**config.mk**
```make
export PLATFORM = sky130hd
export DESIGN_NAME = kch_sequencer_flat
export DESIGN_NICKNAME = d
export VERILOG_FILES = /design/src/rtl/kch_sequencer_if.sv /design/src/rtl/kch_sequencer.sv /design/src/flat_wrapper.sv
export SDC_FILE = /design/constraint.sdc
export NUM_CORES = 1
export LEC_CHECK = 0
export BUFFER_PORTS_ARGS = -buffer_cell sky130_fd_sc_hd__buf_4
export CAP_MARGIN = 10
export CELL_PAD_IN_SITES_DETAIL_PLACEMENT = 2
export CELL_PAD_IN_SITES_GLOBAL_PLACEMENT = 2
export CORE_UTILIZATION = 42
export CTS_BUF_LIST = sky130_fd_sc_hd__clkbuf_4 sky130_fd_sc_hd__clkbuf_8
export CTS_CLUSTER_SIZE = 24
export DETAILED_ROUTE_END_ITERATION = 8
export GPL_TIMING_DRIVEN = 0
export PLACE_DENSITY = 0.9
export SLEW_MARGIN = 20
export SYNTH_ARGS = -nofsm -noshare
export SYNTH_HDL_FRONTEND = slang
export SYNTH_SLANG_ARGS = --single-unit
export TNS_END_PERCENT = 50
```
**constraint.sdc**
```tcl
create_clock -name clk -period 3.8 [get_ports clk]
set_clock_uncertainty 0.2 [all_clocks]
set_input_delay 0.76 -clock clk [delete_from_list [all_inputs] [get_ports clk]]
set_output_delay 0.76 -clock clk [all_outputs]
set_load 0.005 [all_outputs]
```
**src/rtl/kch_sequencer_if.sv**
```systemverilog
// Signal bundle between a heartbeat/advert source, kch_sequencer and knownCHv2.
// The master drives round control and parsed packet fields; the slave drives the knownCHv2 side and status.
interface kch_sequencer_if #(
  parameter int WORD_WIDTH = 16,
  parameter int MAX_CH     = 8
);
  localparam int CW = $clog2(MAX_CH + 1);

  logic                  start;
  logic                  hb_valid;
  logic [WORD_WIDTH-1:0] hb_chlimit;
  logic                  pkt_valid;
  logic                  pkt_ready;
  logic [WORD_WIDTH-1:0] pkt_ch_id;
  logic [WORD_WIDTH-1:0] pkt_hops;
  logic [WORD_WIDTH-1:0] pkt_qvalue;
  logic                  HB_reset;
  logic [WORD_WIDTH-1:0] HB_CHlimit;
  logic                  en_KCH;
  logic [WORD_WIDTH-1:0] fCH_ID;
  logic [WORD_WIDTH-1:0] fCH_Hops;
  logic [WORD_WIDTH-1:0] fCH_QValue;
  logic [CW-1:0]         ch_count;
  logic                  drop;
  logic                  busy;
  logic                  done;
  logic                  timeout;

  modport master (
    output start, hb_valid, hb_chlimit, pkt_valid, pkt_ch_id, pkt_hops, pkt_qvalue,
    input  pkt_ready, HB_reset, HB_CHlimit, en_KCH, fCH_ID, fCH_Hops, fCH_QValue,
    input  ch_count, drop, busy, done, timeout
  );

  modport slave (
    input  start, hb_valid, hb_chlimit, pkt_valid, pkt_ch_id, pkt_hops, pkt_qvalue,
    output pkt_ready, HB_reset, HB_CHlimit, en_KCH, fCH_ID, fCH_Hops, fCH_QValue,
    output ch_count, drop, busy, done, timeout
  );
endinterface

```
**src/rtl/kch_sequencer.sv**
```systemverilog
// Per-round knownCHv2 controller: filters invalid/duplicate CH adverts and issues each new CH once.
// Advert accepted at edge N appears on fCH_* with en_KCH in cycle N+1; pkt_ready drops outside COLLECT.
module kch_sequencer #(
  parameter int WORD_WIDTH = 16,
  parameter int MAX_CH     = 8,
  parameter int TIMEOUT    = 1000
) (
  input logic            clk,
  input logic            nrst,
  kch_sequencer_if.slave bus
);
  localparam int CW = $clog2(MAX_CH + 1);
  localparam int TW = $clog2(TIMEOUT + 1);
  localparam logic [WORD_WIDTH-1:0] MAX_L = WORD_WIDTH'(MAX_CH);

  typedef enum logic [2:0] {S_IDLE, S_WAIT_HB, S_COLLECT, S_ISSUE, S_DONE} state_e;

  state_e                state_q, state_d;
  logic [WORD_WIDTH-1:0] limit_q, limit_d;
  logic                  hbr_q, hbr_d;
  logic                  en_q, en_d;
  logic                  drop_q, drop_d;
  logic                  done_q, done_d;
  logic                  timeout_q, timeout_d;
  logic [WORD_WIDTH-1:0] fid_q, fid_d;
  logic [WORD_WIDTH-1:0] fhops_q, fhops_d;
  logic [WORD_WIDTH-1:0] fq_q, fq_d;
  logic [CW-1:0]         cnt_q, cnt_d;
  logic [TW-1:0]         timer_q, timer_d;
  logic [WORD_WIDTH-1:0] tbl_id_q [MAX_CH];
  logic [WORD_WIDTH-1:0] tbl_id_d [MAX_CH];
  logic [MAX_CH-1:0]     tbl_vld_q, tbl_vld_d;

  logic                  id_hit;
  logic                  tmr_exp;
  logic [CW-1:0]         cnt_inc;
  logic [WORD_WIDTH-1:0] lim_clamp;

  assign tmr_exp   = (timer_q >= TW'(TIMEOUT - 1));
  assign cnt_inc   = cnt_q + CW'(1);
  assign lim_clamp = (bus.hb_chlimit > MAX_L) ? MAX_L : bus.hb_chlimit;

  always_comb begin
    id_hit = 1'b0;
    for (int i = 0; i < MAX_CH; i++) begin
      if (tbl_vld_q[i] && (tbl_id_q[i] == bus.pkt_ch_id)) id_hit = 1'b1;
    end
  end

  always_comb begin
    state_d   = state_q;
    limit_d   = limit_q;
    hbr_d     = 1'b0;
    en_d      = 1'b0;
    drop_d    = 1'b0;
    done_d    = 1'b0;
    timeout_d = timeout_q;
    fid_d     = fid_q;
    fhops_d   = fhops_q;
    fq_d      = fq_q;
    cnt_d     = cnt_q;
    timer_d   = timer_q;
    tbl_id_d  = tbl_id_q;
    tbl_vld_d = tbl_vld_q;

    case (state_q)
      S_IDLE: begin
        if (bus.start) begin
          state_d   = S_WAIT_HB;
          tbl_vld_d = '0;
          cnt_d     = '0;
          timeout_d = 1'b0;
        end
      end
      S_WAIT_HB, S_COLLECT: begin
        // A heartbeat (first or repeated) always (re)opens the round and blocks adverts that cycle.
        if (bus.hb_valid) begin
          limit_d   = lim_clamp;
          hbr_d     = 1'b1;
          timer_d   = '0;
          tbl_vld_d = '0;
          cnt_d     = '0;
          if (lim_clamp == '0) begin
            state_d   = S_DONE;
            done_d    = 1'b1;
            timeout_d = 1'b0;
          end else begin
            state_d = S_COLLECT;
          end
        end else if (state_q == S_COLLECT) begin
          timer_d = timer_q + TW'(1);
          if (bus.pkt_valid && (bus.pkt_hops != '1) && !id_hit) begin
            fid_d   = bus.pkt_ch_id;
            fhops_d = bus.pkt_hops;
            fq_d    = bus.pkt_qvalue;
            en_d    = 1'b1;
            state_d = S_ISSUE;
          end else begin
            drop_d = bus.pkt_valid;
            if (tmr_exp) begin
              state_d   = S_DONE;
              done_d    = 1'b1;
              timeout_d = 1'b1;
            end
          end
        end
      end
      S_ISSUE: begin
        timer_d = timer_q + TW'(1);
        cnt_d   = cnt_inc;
        for (int i = 0; i < MAX_CH; i++) begin
          if (CW'(i) == cnt_q) begin
            tbl_id_d[i]  = fid_q;
            tbl_vld_d[i] = 1'b1;
          end
        end
        // Reaching the limit wins over a simultaneous timer expiry.
        if (WORD_WIDTH'(cnt_inc) == limit_q) begin
          state_d   = S_DONE;
          done_d    = 1'b1;
          timeout_d = 1'b0;
        end else if (tmr_exp) begin
          state_d   = S_DONE;
          done_d    = 1'b1;
          timeout_d = 1'b1;
        end else begin
          state_d = S_COLLECT;
        end
      end
      S_DONE:  state_d = S_IDLE;
      default: state_d = S_IDLE;
    endcase
  end

  always_ff @(posedge clk) begin
    if (!nrst) begin
      state_q   <= S_IDLE;
      limit_q   <= '0;
      hbr_q     <= 1'b0;
      en_q      <= 1'b0;
      drop_q    <= 1'b0;
      done_q    <= 1'b0;
      timeout_q <= 1'b0;
      fid_q     <= '0;
      fhops_q   <= '1;
      fq_q      <= '0;
      cnt_q     <= '0;
      timer_q   <= '0;
      tbl_vld_q <= '0;
    end else begin
      state_q   <= state_d;
      limit_q   <= limit_d;
      hbr_q     <= hbr_d;
      en_q      <= en_d;
      drop_q    <= drop_d;
      done_q    <= done_d;
      timeout_q <= timeout_d;
      fid_q     <= fid_d;
      fhops_q   <= fhops_d;
      fq_q      <= fq_d;
      cnt_q     <= cnt_d;
      timer_q   <= timer_d;
      tbl_vld_q <= tbl_vld_d;
    end
  end

  always_ff @(posedge clk) begin
    tbl_id_q <= tbl_id_d;
  end

  assign bus.pkt_ready  = (state_q == S_COLLECT) && !bus.hb_valid;
  assign bus.busy       = (state_q != S_IDLE);
  assign bus.HB_reset   = hbr_q;
  assign bus.HB_CHlimit = limit_q;
  assign bus.en_KCH     = en_q;
  assign bus.fCH_ID     = fid_q;
  assign bus.fCH_Hops   = fhops_q;
  assign bus.fCH_QValue = fq_q;
  assign bus.ch_count   = cnt_q;
  assign bus.drop       = drop_q;
  assign bus.done       = done_q;
  assign bus.timeout    = timeout_q;
endmodule

```
**src/flat_wrapper.sv**
```systemverilog
// flat-port wrapper written by rule: the top's interface ports become plain ports
module kch_sequencer_flat 
#(
  parameter int WORD_WIDTH = 16,
  parameter int MAX_CH     = 8,
  parameter int TIMEOUT    = 1000
)
  (clk, nrst, bus_start, bus_hb_valid, bus_hb_chlimit, bus_pkt_valid, bus_pkt_ch_id, bus_pkt_hops, bus_pkt_qvalue, bus_pkt_ready, bus_HB_reset, bus_HB_CHlimit, bus_en_KCH, bus_fCH_ID, bus_fCH_Hops, bus_fCH_QValue, bus_ch_count, bus_drop, bus_busy, bus_done, bus_timeout);
  kch_sequencer_if #(.WORD_WIDTH(WORD_WIDTH), .MAX_CH(MAX_CH)) bus_i ();
  input logic clk;
  input logic nrst;
  input wire logic [$bits(bus_i.start)-1:0] bus_start;
  input wire logic [$bits(bus_i.hb_valid)-1:0] bus_hb_valid;
  input wire logic [$bits(bus_i.hb_chlimit)-1:0] bus_hb_chlimit;
  input wire logic [$bits(bus_i.pkt_valid)-1:0] bus_pkt_valid;
  input wire logic [$bits(bus_i.pkt_ch_id)-1:0] bus_pkt_ch_id;
  input wire logic [$bits(bus_i.pkt_hops)-1:0] bus_pkt_hops;
  input wire logic [$bits(bus_i.pkt_qvalue)-1:0] bus_pkt_qvalue;
  output wire logic [$bits(bus_i.pkt_ready)-1:0] bus_pkt_ready;
  output wire logic [$bits(bus_i.HB_reset)-1:0] bus_HB_reset;
  output wire logic [$bits(bus_i.HB_CHlimit)-1:0] bus_HB_CHlimit;
  output wire logic [$bits(bus_i.en_KCH)-1:0] bus_en_KCH;
  output wire logic [$bits(bus_i.fCH_ID)-1:0] bus_fCH_ID;
  output wire logic [$bits(bus_i.fCH_Hops)-1:0] bus_fCH_Hops;
  output wire logic [$bits(bus_i.fCH_QValue)-1:0] bus_fCH_QValue;
  output wire logic [$bits(bus_i.ch_count)-1:0] bus_ch_count;
  output wire logic [$bits(bus_i.drop)-1:0] bus_drop;
  output wire logic [$bits(bus_i.busy)-1:0] bus_busy;
  output wire logic [$bits(bus_i.done)-1:0] bus_done;
  output wire logic [$bits(bus_i.timeout)-1:0] bus_timeout;
  assign bus_i.start = bus_start;
  assign bus_i.hb_valid = bus_hb_valid;
  assign bus_i.hb_chlimit = bus_hb_chlimit;
  assign bus_i.pkt_valid = bus_pkt_valid;
  assign bus_i.pkt_ch_id = bus_pkt_ch_id;
  assign bus_i.pkt_hops = bus_pkt_hops;
  assign bus_i.pkt_qvalue = bus_pkt_qvalue;
  assign bus_pkt_ready = bus_i.pkt_ready;
  assign bus_HB_reset = bus_i.HB_reset;
  assign bus_HB_CHlimit = bus_i.HB_CHlimit;
  assign bus_en_KCH = bus_i.en_KCH;
  assign bus_fCH_ID = bus_i.fCH_ID;
  assign bus_fCH_Hops = bus_i.fCH_Hops;
  assign bus_fCH_QValue = bus_i.fCH_QValue;
  assign bus_ch_count = bus_i.ch_count;
  assign bus_drop = bus_i.drop;
  assign bus_busy = bus_i.busy;
  assign bus_done = bus_i.done;
  assign bus_timeout = bus_i.timeout;
  kch_sequencer #(.WORD_WIDTH(WORD_WIDTH), .MAX_CH(MAX_CH), .TIMEOUT(TIMEOUT)) u_core (.clk(clk), .nrst(nrst), .bus(bus_i));
endmodule
```
== Yosys cells after proc, flatten, opt, wreduce, memory -nomap -nowiden ==
Index checks and enable logic that the tools add are counted.

* Bits in registers: 222
* Input port bits: 69
* Output and inout bits: 75

* Bitwise operators: 4
* Add/subtract/negate cells: 2
* Equal/unequal tests: 34
* Reductions and logical operators: 45
* Magnitude comparators: 2
* Mux-type cells: 52

{| class="wikitable"
|+ Operators with widths
! cell !! number
|-
| == test 16 bit || 8
|-
| AND reduction 4 bit || 9
|-
| two-way mux 1 bit || 31
|-
| two-way mux 3 bit || 8
|-
| one-hot mux 8 bit (3 select lines) || 1
|-
| AND reduction 2 bit || 11
|-
| two-way mux 10 bit || 2
|-
| one-hot mux 10 bit (2 select lines) || 1
|-
| == test 3 x 4 -> 1 bit, first input constant || 4
|-
| == test 4 x 16 -> 1 bit || 1
|-
| > comparator 16 x 4 -> 1 bit, second input constant || 1
|-
| zero test 16 bit || 1
|-
| two-way mux 16 bit || 1
|-
| two-way mux 8 bit || 2
|-
| != test 16 bit, second input constant || 1
|-
| != test 2 x 1 -> 1 bit, second input constant || 8
|-
| one-hot mux 4 bit (3 select lines) || 1
|-
| logical AND 1 bit || 11
|-
| adder 10 x 1 -> 10 bit, second input constant || 1
|-
| >= comparator 10 bit, second input constant || 1
|-
| one-hot mux 3 bit (3 select lines) || 1
|-
| == test 2 x 4 -> 1 bit, first input constant || 2
|-
| two-way mux 4 bit || 2
|-
| == test 3 x 2 -> 1 bit, second input constant || 2
|-
| other kinds (20) || 28
|}

== Longest topological paths before layout ==
* Word-level depth: 16
* Depth in mapped cells: 10

== Worst setup path after synthesis ==
No wires, ideal clock.

* Kind: in2reg
* Start: input bus_pkt_ch_id[4]
* End: register u_core.fid_q[0], in the netlist u_core.bus.fCH_ID[0]
* Buffers on the path: 3
* Stages on the path: 10
* Arrival time: 2388 ps
* Path slack: 1140 ps
* Data required time: 3528 ps
* Cell sequence: buf_4 > xnor2_1 > nand4_1 > nor3_1 > a41o_1 > or3_1 > buf_6 > nor2_8 > buf_12 > mux2i_1

* Word-level cells in the longest chain between the ends: 13

{| class="wikitable"
|+ Ends and longest elaborated chain
! item !! RTL line !! source
|-
| start, declared || flat_wrapper.sv:16 || <nowiki>input wire logic [$bits(bus_i.pkt_ch_id)-1:0] bus_pkt_ch_id;</nowiki>
|-
| == test 16 bit || kch_sequencer.sv:46 || <nowiki>if (tbl_vld_q[i] && (tbl_id_q[i] == bus.pkt_ch_id)) id_hit = 1'b1;</nowiki>
|-
| logical AND 1 bit || kch_sequencer.sv:46 ||
|-
| two-way mux 1 bit (7 in a row) || kch_sequencer.sv:46 ||
|-
| two-way mux 1 bit (*) || kch_sequencer.sv:46 ||
|-
| zero test 1 bit (*) || kch_sequencer.sv:92 || <nowiki>if (bus.pkt_valid && (bus.pkt_hops != '1) && !id_hit) begin</nowiki>
|-
| logical AND 1 bit (*) || kch_sequencer.sv:92 ||
|-
| AND reduction 4 bit (no source line) (*) || -- ||
|-
| end signal, assigned || kch_sequencer.sv:158 || <nowiki>fid_q <= fid_d;</nowiki>
|-
| end, declared || kch_sequencer.sv:25 || <nowiki>logic [WORD_WIDTH-1:0] fid_q, fid_d;</nowiki>
|}

Every way passes the cells marked *; elsewhere a longest branch is shown, timed or not.
A chain may end at the register's enable or synchronous reset.

== Worst setup path after layout ==
* Start: register u_core.tbl_id_q[71] in the netlist's numbering
* End: register u_core.fhops_q[14], in the netlist u_core.bus.fCH_Hops[14]

* Word-level cells in the longest chain between the ends: 10

{| class="wikitable"
|+ Ends and longest elaborated chain
! item !! RTL line !! source
|-
| start, declared || kch_sequencer.sv:30 || <nowiki>logic [WORD_WIDTH-1:0] tbl_id_q [MAX_CH];</nowiki>
|-
| start signal, assigned || kch_sequencer.sv:168 || <nowiki>tbl_id_q <= tbl_id_d;</nowiki>
|-
| == test 16 bit || kch_sequencer.sv:46 ||
|-
| logical AND 1 bit || kch_sequencer.sv:46 ||
|-
| two-way mux 1 bit (5 in a row) || kch_sequencer.sv:46 ||
|-
| zero test 1 bit || kch_sequencer.sv:92 ||
|-
| logical AND 1 bit || kch_sequencer.sv:92 ||
|-
| AND reduction 4 bit (no source line) || -- ||
|-
| end signal, assigned || kch_sequencer.sv:159 || <nowiki>fhops_q <= fhops_d;</nowiki>
|-
| end, declared || kch_sequencer.sv:26 || <nowiki>logic [WORD_WIDTH-1:0] fhops_q, fhops_d;</nowiki>
|}

No other way between the ends.

==> flow_summary_export.csv <==
group,metric,value,unit
drt,dr_total_vias,7336,
global_routing,gr_ovfl_total,0,
timing,timing.final.setup_violations,0,
yosys,async_reset_ff_share,0,%
layout,layout.cells.most_common,"sky130_fd_sc_hd__buf_4",
yosys,netlist_instances,805,
hold_path,timing.hold.worst.class,"in -> reg",
layout,final.fill_count,2214,
place,placed_cell_area,10900,um2
place,numPortBuffers,126,
timing,maxSlewViolCount,0,
clocking,insertion_delay,0.56,ns
setup_path,setup.worst_path.class,"reg -> reg",
setup_path,critPathMaxFanout,10,
global_routing,maximum_number_of_pins_on_one_net_before_global_route_repair,18,
timing,fin_crit_sh,89.5,%
clocking,cts_htree_levels,2,
floorplanning,rows,55,
floorplanning,die-area,23500,um2
clocking,number_of_hold_repair_buffers_added_at_the_cts_stage,0,
clocking,tritoncts.num_buffers,39,
timing,hold_viol_final,0,
clocking,cts_tree,"done",
drt,avgRoutedWirePerCell,27.4,um
global_routing,first_global_vias,8260,
yosys,synth-edff-count,128,
yosys,synth_cell_types,50,
timing,timing.max_slew.rel_slack,23.2,%
power,vdd_drop_max,0.260,mV
setup_path,worstSetupEndpointType,"flip-flop",
drt,routed_wirelength,35.3,mm
layout,final_cell_mix,"sky130_fd_sc_hd__buf_4 (135), sky130_fd_sc_hd__edfxtp_1 (128), sky130_fd_sc_hd__xor2_1 (112)",
timing,max_slew.worst_pin.slew,1.15,ns
layout,diodes,0,
timing,finalWorstPathRequiredPeriod,3.40,ns
drt,drc,0,
yosys,synthesis.area_per_instance,12.0,um2
layout,post-route-cell-area,11700,um2
drt,drt_iter0_markers,443,
yosys,postSynthNetCount,879,
setup_path,critical_path_rt,3.97,ns
floorplanning,floorplan.core_area,22600,um2
global_routing,antenna_violations_before_repair,0,
drt,detailedRoute.firstPassIterationCount,5,
clocking,cts_root_buf,"sky130_fd_sc_hd__clkbuf_8",
yosys,postSynth.topFlopCell,"sky130_fd_sc_hd__edfxtp_1",
yosys,yosys_warnings,0,
yosys,ys_ff_latch,222,
place,gp_congestion,0.802,
global_routing,grt_first_pass_wirelength,52.6,mm
power,power_leakage,4.81,nW
drt,ant_nets,0,
floorplanning,initial_utilization,42.7,%
timing,max_clock_freq,0.294,GHz
layout,areaGrowthSynthToFinish,22.0,%
drt,ratio_of_routed_vias_to_standard_cells,5.70,
timing,setup_tns,0,ns
clocking,cts.path.max_buffers,3,
place,dp_hpwl,22.3,mm
yosys,post_synth_instance_area,9630,um2
clocking,cts.repair_timing.setup_buffer_count,0,
layout,final_layout_size_suffix_gt1_share,22.6,%
global_routing,track_usage,30.3,%
yosys,yosysSeqAreaShare,59.4,%
clocking,cts_num_sinks,222,
layout,layout.nets,1046,
floorplanning,floorplan.die.height,153,um
floorplanning,io_pins,144,
setup_path,worst_ep_arrival_time,3.57,ns
power,power_density,505,nW/um2
clocking,cts.reportedPaths.clkPinSlew,0.07,ns
clocking,post_cts_resize_count,0,
timing,rsz0062_at_grt,"false",
setup_path,worstSetupStartpointType,"flip-flop",
floorplanning,die_boundary_width,153,um
status,run_status,"finished, final reports clean",
run,timing.max_cap.violations,0,
==> synth_stat cells, types with 16 or more instances <==
library cell | number | share of area, %
sky130_fd_sc_hd__clkbuf_1 | 18 | 0.70
sky130_fd_sc_hd__nand3_1 | 16 | 0.83
sky130_fd_sc_hd__and3_1 | 24 | 1.6
sky130_fd_sc_hd__nand3b_1 | 16 | 1.2
sky130_fd_sc_hd__o21a_1 | 16 | 1.2
sky130_fd_sc_hd__nand2_1 | 82 | 3.2
sky130_fd_sc_hd__inv_1 | 20 | 0.78
sky130_fd_sc_hd__xor2_1 | 112 | 10
sky130_fd_sc_hd__edfxtp_1 | 128 | 40
sky130_fd_sc_hd__nor2_1 | 22 | 0.86
sky130_fd_sc_hd__dfxtp_1 | 94 | 20
sky130_fd_sc_hd__nor3_1 | 30 | 1.6
sky130_fd_sc_hd__a21oi_1 | 16 | 0.83
sky130_fd_sc_hd__mux2i_1 | 33 | 3.4
sky130_fd_sc_hd__nor4_1 | 27 | 1.8
sky130_fd_sc_hd__xnor2_1 | 31 | 2.8
==> routing by layer <==
metal  GRT usage (%)  vias up  share of wire (%)
met4            14.1        0                4.0
li1                -     3182                  -
met5               0        -                  0
met2            54.0      282                 51
met3            6.41       97                5.6
met1            34.7     3775                 39
==> cell type report <==
cell class / count / area, um2 / area share (%)
Buffer: 47 / 337 / 2.87
Clock buffer: 63 / 767 / 6.53
Clock inverter: 9 / 45.0 / 0.383
Inverter: 20 / 75.1 / 0.639
Multi-Input combinational cell: 516 / 3500 / 29.8
Sequential cell: 222 / 5730 / 48.7
Tap cell: 285 / 357 / 3.04
Timing Repair Buffer: 126 / 946 / 8.05
==> power by group <==
part,internal [mW],leakage (nW),switching (mW),total [mW]
Clock,1.28,0.432,1.06,2.34
Sequential,2.63,2.13,0.0868,2.71
Combinational,0.334,2.25,0.545,0.879
==> worst max-delay path, stage by stage, from the launching register on <==
cell and delay, ns:
sky130_fd_sc_hd__edfxtp_1 0.45, sky130_fd_sc_hd__xor2_1 0.17, sky130_fd_sc_hd__nor4_1 0.81, sky130_fd_sc_hd__nand4_1 0.35
sky130_fd_sc_hd__o22ai_1 0.38, sky130_fd_sc_hd__or3_1 0.20, sky130_fd_sc_hd__buf_6 0.14, sky130_fd_sc_hd__buf_2 0.24
sky130_fd_sc_hd__nor3_1 0.10, sky130_fd_sc_hd__nand3b_1 0.17
==> through the flow <==
stage               hold slack (ns)  std cells  setup WS (ns)  power, mW  util [%]
floorplan                     0.251        805           1.14       3.23         -
global placement              0.243       1216          0.268       3.53      48.4
detailed placement            0.259       1216         0.0141       3.59      48.4
CTS                           0.242       1288          0.437       5.95      52.0
global route                  0.264       1288          0.307       6.11      52.0
finish                        0.257       1288          0.400       5.94      52.0
==> registers in the layout, summed over array words and instances (netlist names) <==
name and flops:
u_core.bus.done 1, u_core.tbl_id_q 128, u_core.state_q 3, u_core.bus.HB_CHlimit 16, u_core.tbl_vld_q 8, u_core.bus.fCH_ID 16
u_core.bus.timeout 1, u_core.bus.fCH_QValue 16, u_core.timer_q 10, u_core.bus.HB_reset 1, u_core.bus.ch_count 4, u_core.bus.en_KCH 1
u_core.bus.drop 1, u_core.bus.fCH_Hops 16
==> cells by family (layout without fill, tap and decap cells) <==
group,after synthesis,in the layout,synth area share [%]
xor gates and xnor gates,143,143,13.0
buffers and inverters,67,265,4.27
and+or+nand+nor,257,257,14.0
DFF,222,222,59.4
muxes,33,33,3.43
adders and majority gates,5,5,0.649
AOI/OAI and AO/OA,78,78,5.23
==> path summary, 6_finish.rpt <==
path	from	to	slack (ns)	cells past startpoint
max reg2reg	u_core.tbl_id_q[71]$_DFFE_PP_	u_core.bus.fCH_Hops[14]$_SDFFE_PN1P_	0.40	9
min	bus_pkt_qvalue[13]	u_core.bus.fCH_QValue[13]$_SDFFE_PN0P_	0.26	3
max	u_core.tbl_id_q[71]$_DFFE_PP_	u_core.bus.fCH_Hops[14]$_SDFFE_PN1P_	0.40	9
min reg2reg	u_core.bus.fCH_QValue[11]$_SDFFE_PN0P_	u_core.bus.fCH_QValue[11]$_SDFFE_PN0P_	0.27	2
No activity file was read; power rests on OpenSTA's default activity.
